--- config.mk ---
export PLATFORM = sky130hd
export DESIGN_NAME = sqrwav_meter
export DESIGN_NICKNAME = d
export VERILOG_FILES = /design/src/rtl/sqrwav_pkg.sv /design/src/rtl/sqrwav_meter_edge_det.sv /design/src/rtl/sqrwav_meter.sv
export SDC_FILE = /design/constraint.sdc
export NUM_CORES = 1
export LEC_CHECK = 0
export BUFFER_PORTS_ARGS = -buffer_cell sky130_fd_sc_hd__buf_2
export CAP_MARGIN = 20
export CELL_PAD_IN_SITES_DETAIL_PLACEMENT = 0
export CELL_PAD_IN_SITES_GLOBAL_PLACEMENT = 1
export CORE_MARGIN = 5
export CORE_UTILIZATION = 30
export CTS_CLUSTER_SIZE = 40
export DETAILED_ROUTE_END_ITERATION = 12
export PLACE_DENSITY_LB_ADDON = 0.08
export SLEW_MARGIN = 10
export SYNTH_ARGS = -nofsm -noshare
export SYNTH_HDL_FRONTEND = slang
export SYNTH_SLANG_ARGS = --single-unit
export TNS_END_PERCENT = 30
--- constraint.sdc ---
create_clock -name clk -period 3.35 [get_ports clk]
set_input_delay 0.335 -clock clk [delete_from_list [all_inputs] [get_ports clk]]
set_output_delay 0.335 -clock clk [all_outputs]
set_load 0.01 [all_outputs]
--- src/rtl/sqrwav_pkg.sv ---
// Shared types and defaults for the square-wave period meter.
package sqrwav_pkg;

  localparam int METER_W = 16;

  typedef enum logic [1:0] {
    IDLE      = 2'd0,
    ARMED     = 2'd1,
    MEAS_HIGH = 2'd2,
    MEAS_LOW  = 2'd3
  } meter_state_t;

endpackage

--- src/rtl/sqrwav_meter_edge_det.sv ---
// Edge detector for the metered wave; SQRWAV_METER_SYNC_EN inserts a 2-flop synchronizer
// (adds 2 cycles of latency, widths unchanged). No backpressure: samples every cycle.
module edge_det (
  input  logic clk,
  input  logic rst,
  input  logic wave_in,
  output logic s,
  output logic rise,
  output logic fall
);

  logic wave_d;

`ifdef SQRWAV_METER_SYNC_EN
  logic [1:0] sync;

  always_ff @(posedge clk or posedge rst) begin
    if (rst) begin
      sync <= 2'b00;
    end else begin
      sync <= {sync[0], wave_in};
    end
  end

  assign s = sync[1];
`else
  assign s = wave_in;
`endif

  // wave_d resets low, so a wave already high at reset shows up as a rise, never a fall.
  always_ff @(posedge clk or posedge rst) begin
    if (rst) begin
      wave_d <= 1'b0;
    end else begin
      wave_d <= s;
    end
  end

  assign rise = s & ~wave_d;
  assign fall = ~s & wave_d;

endmodule

--- src/rtl/sqrwav_meter.sv ---
// Measures high/low phase widths of each full period; results 1 cycle after the closing rise
// (3 with SQRWAV_METER_SYNC_EN). No backpressure: valid is a one-cycle strobe, outputs hold.
module sqrwav_meter
  import sqrwav_pkg::*;
#(
  parameter int W = METER_W
) (
  input  logic         clk,
  input  logic         rst,
  input  logic         en,
  input  logic         wave_in,
  output logic [W-1:0] high_cnt,
  output logic [W-1:0] low_cnt,
  output logic [W:0]   period_cnt,
  output logic         valid,
  output logic         ovf,
  output logic         stuck
);

  localparam logic [W-1:0] CNT_MAX = '1;
  localparam logic [W-1:0] ONE     = W'(1);

  meter_state_t state;
  logic [W-1:0] cnt;
  logic [W-1:0] high_q;
  logic [W-1:0] cnt_inc;
  logic         phase_sat;
  logic         at_max;
  logic         rise;
  logic         fall;
  logic         s_unused;

  edge_det u_edge_det (
    .clk     (clk),
    .rst     (rst),
    .wave_in (wave_in),
    .s       (s_unused),
    .rise    (rise),
    .fall    (fall)
  );

  assign at_max  = (cnt == CNT_MAX);
  assign cnt_inc = at_max ? cnt : cnt + ONE;
  assign stuck   = ((state == MEAS_HIGH) || (state == MEAS_LOW)) && at_max;

  always_ff @(posedge clk or posedge rst) begin
    if (rst) begin
      state      <= IDLE;
      cnt        <= '0;
      high_q     <= '0;
      phase_sat  <= 1'b0;
      high_cnt   <= '0;
      low_cnt    <= '0;
      period_cnt <= '0;
      valid      <= 1'b0;
      ovf        <= 1'b0;
    end else begin
      valid <= 1'b0;
      if (!en) begin
        state     <= IDLE;
        cnt       <= '0;
        phase_sat <= 1'b0;
      end else begin
        case (state)
          // Wait for a fall so the partial period at reset/enable is never measured.
          IDLE: begin
            if (fall) begin
              state <= ARMED;
            end
          end
          ARMED: begin
            if (rise) begin
              state <= MEAS_HIGH;
              cnt   <= ONE;
            end
          end
          MEAS_HIGH: begin
            if (fall) begin
              high_q <= cnt;
              cnt    <= ONE;
              state  <= MEAS_LOW;
            end else begin
              cnt <= cnt_inc;
              if (cnt_inc == CNT_MAX) begin
                phase_sat <= 1'b1;
              end
            end
          end
          MEAS_LOW: begin
            if (rise) begin
              high_cnt   <= high_q;
              low_cnt    <= cnt;
              period_cnt <= {1'b0, high_q} + {1'b0, cnt};
              ovf        <= phase_sat;
              valid      <= 1'b1;
              phase_sat  <= 1'b0;
              cnt        <= ONE;
              state      <= MEAS_HIGH;
            end else begin
              cnt <= cnt_inc;
              if (cnt_inc == CNT_MAX) begin
                phase_sat <= 1'b1;
              end
            end
          end
          default: state <= IDLE;
        endcase
      end
    end
  end

endmodule

==> flow_summary.yaml <==
critical_path:
  worstSetupStartpointType: "register"
  crit_fanout: 12
  ff2ff_setup_slack_ps: 760
  crit_cells: 5
  reg2reg_to: "phase_sat"
  worstPathCellList: "nand4_4 > nor4_2 > nand2_1 > nor2_1 > buf_2"
  cp_data_required_time_ps: 3010
  path_class: "register to primary output"
  reg2reg_depth: 7
  crit_arrival_ps: 2350
  slowest_delay_ps: 700
  critPathSlowestCell: "dfrtp_1"
  cp_num_buf_inv: 1
  worstSetupEndpointType: "primary output"
  crit_family: "simple AND/OR/NAND/NOR gates"
  r2r-start: "cnt[0]"
timing:
  fin_crit_sh_pct: 80.1
  worst_pin_slew_ps: 868
  period_minus_slack_ps: 2680
  slew_headroom_pct: 41.9
  rsz0062_at_grt: "false"
  fin_tns_setup_ps: 0
  drv_slew: 0
  fmax_mhz: 373
  whs_ps: 14.3
  hold_viol_final: 0
  setup_viol: 0
  finClkSkew_ps: 8.31
yosys:
  synth.most_common_cell: "nand2_1"
  synth.cell_area_um2: 4590
  syn_nets: 535
  synth_top_area_cell: "dfrtp_1"
  synthTopCellsByCount: "nand2_1 (132), dfrtp_1 (87), o21ai_0 (43), a21oi_1 (29), clkbuf_1 (25)"
  synth_area_leaders: "dfrtp_1 (47%), nand2_1 (11%), o21ai_0 (4.7%), ha_1 (4.6%), mux2_2 (3.7%)"
  synth.distinct_cells: 52
  synthCells: 513
  avgSynthCellArea_um2: 8.94
  ys_dominant_reg_cell: "dfrtp_1"
  synth_edf_count: 0
  ys_seq_area_share_pct: 47.5
  synth_top_area_share_pct: 47.5
  yosys_warnings: 0
  synth_seq_cells: 87
  async_flop_share_pct: 100
global_routing:
  grt_max_degree: 38
  antenna_found_initial: 0
  grt_first_pass_wirelength_um: 21500
  grtUsageTotal_pct: 15.5
  gr-total-overflow: 0
  grt_pass1_vias: 3730
cells_and_area:
  fill_cells: 1577
  layout.nets: 581
  stdcell_area_um2: 5350
  drive_gt1_share_pct: 18.8
  final_core_util_pct: 35.4
  diodes: 0
  areaGrowthSynthToFinish_pct: 16.6
placement:
  hpwl_um: 9700
  placed_cell_area_um2: 5060
  numPortBuffers: 55
  routabilityCongestion: 0.908
route:
  totalWireLength_um: 13400
  avgRoutedWirePerCell_um: 17.9
  vias: 3845
  first_iter_violations: 269
  remaining_drc_errors: 0
  dr.pass1.iters: 5
  viasPerCell: 5.11
  detail-route-antenna-nets: 0
clocking:
  cts_hold_buf: 0
  cts_root_buf: "clkbuf_16"
  clock_latency_ps: 350
  cts_tree: "built"
  cts_resized: 0
  ctsLongestPathBuffers: 2
  cts_buffers: 9
  clock_sinks: 87
  clk_pin_slew_ps: 70
  cts_setup_buffers: 0
  h-tree-depth: 3
floorplan:
  fp.dieH_um: 134
  start_util_pct: 30.4
  core_um2: 15100
  num_io_pins: 56
  die-area_um2: 17900
  num_rows: 45
  die_x_um: 134
power:
  p_leak_nw: 2.66
  share_comb_of_total_power_pct: 2.8
  peakVddDrop_mv: 0.233
  netSwitchingFraction_pct: 24.2
  finalPower_mw: 2.12
  p_int_mw: 1.61
  p_seq_share_pct: 50.2
  p_per_area_nw_per_um2: 396
  p_clk_share_pct: 47.0
  power.switching_uw: 514
status:
  outcome: "finished, final reports clean"
min_path:
  hold_class: "input port to asynchronous set/reset pin"
flow_run:
  drv_cap: 0
==> sequential cells by signal (all words and copies together), names as in the netlist <==
signal	flops
period_cnt	17
cnt	16
high_cnt	16
high_q	16
low_cnt	16
state	2
ovf	1
phase_sat	1
u_edge_det.wave_d	1
valid	1
==> routing by layer <==
layer / vias up / wire length, um / track usage (%)
met5: - / 0 / 0
met4: 0 / 283 / 6.00
met3: 24 / 617 / 2.95
met2: 107 / 5790 / 22.4
met1: 1833 / 6750 / 22.8
li1: 1881 / - / -
==> cell type report <==
| cell class | count | area, um2 | area share, % |
|---|---|---|---|
| multi-input cells | 380 | 2240 | 41.8 |
| inverters | 17 | 65.1 | 1.22 |
| clock buffers | 10 | 239 | 4.47 |
| flip-flops and latches | 87 | 2180 | 40.7 |
| clock inverters | 6 | 51.3 | 0.959 |
| well taps | 188 | 235 | 4.40 |
| repair buffers | 64 | 343 | 6.41 |
==> cells in the final DEF, fill, tap and decap left out, drive strengths merged, types with 4 or more instances in the layout <==
cell / Yosys / final
nand2: 132 / 132
dfrtp: 87 / 87
buf: 4 / 64
o21ai: 43 / 43
a21oi: 29 / 29
nor2: 23 / 23
inv: 17 / 19
ha: 17 / 17
nand3: 16 / 16
mux2: 15 / 15
nor3: 10 / 10
clkbuf: 25 / 10
nand4: 8 / 8
o31ai: 8 / 8
o211ai: 7 / 7
a21o: 7 / 7
a31oi: 7 / 7
xor2: 5 / 5
o21a: 5 / 5
nor2b: 4 / 4
xnor2: 4 / 4
==> stage by stage <==
| step | setup WS (ps) | cells |
|---|---|---|
| final | 666 | 752 |
| after global routing | 424 | 752 |
| after CTS | 676 | 752 |
| after detailed placement | 808 | 736 |
| after global placement | 867 | 736 |
| after floorplan | 765 | 513 |
==> worst max-delay path by stage <==
| stage | startpoint | to | slack (ps) |
|---|---|---|---|
| 3_3_place_gp | cnt[0] | phase_sat | 870 |
| 3_5_place_dp | cnt[0] | period_cnt[12] | 810 |
| 5_1_grt | cnt[5] | stuck | 420 |
| 6_report | cnt[5] | stuck | 670 |
| 2_1_floorplan | rst | cnt[0] | 760 |
| 4_1_cts | cnt[5] | stuck | 680 |
==> power groups by stage <==
stage	clock (mW)	sequential, mW	combinational [mW]
global route	1.07	1.07	0.0712
floorplan	0	1.08	0.0395
finish	0.996	1.06	0.0602
global placement	0	1.08	0.0632
detailed placement	0	1.08	0.0636
CTS	1.03	1.06	0.0636
==> logic make-up after synthesis <==
kind of cell | share of synthesized area (%)
simple gates | 21.1
compound gates | 16.3
flops | 47.5
buf+inv | 3.82
fa+ha+maj | 5.29
mux | 4.34
xor+xnor | 1.72
Note: power is estimated with default switching activity, not from simulation.
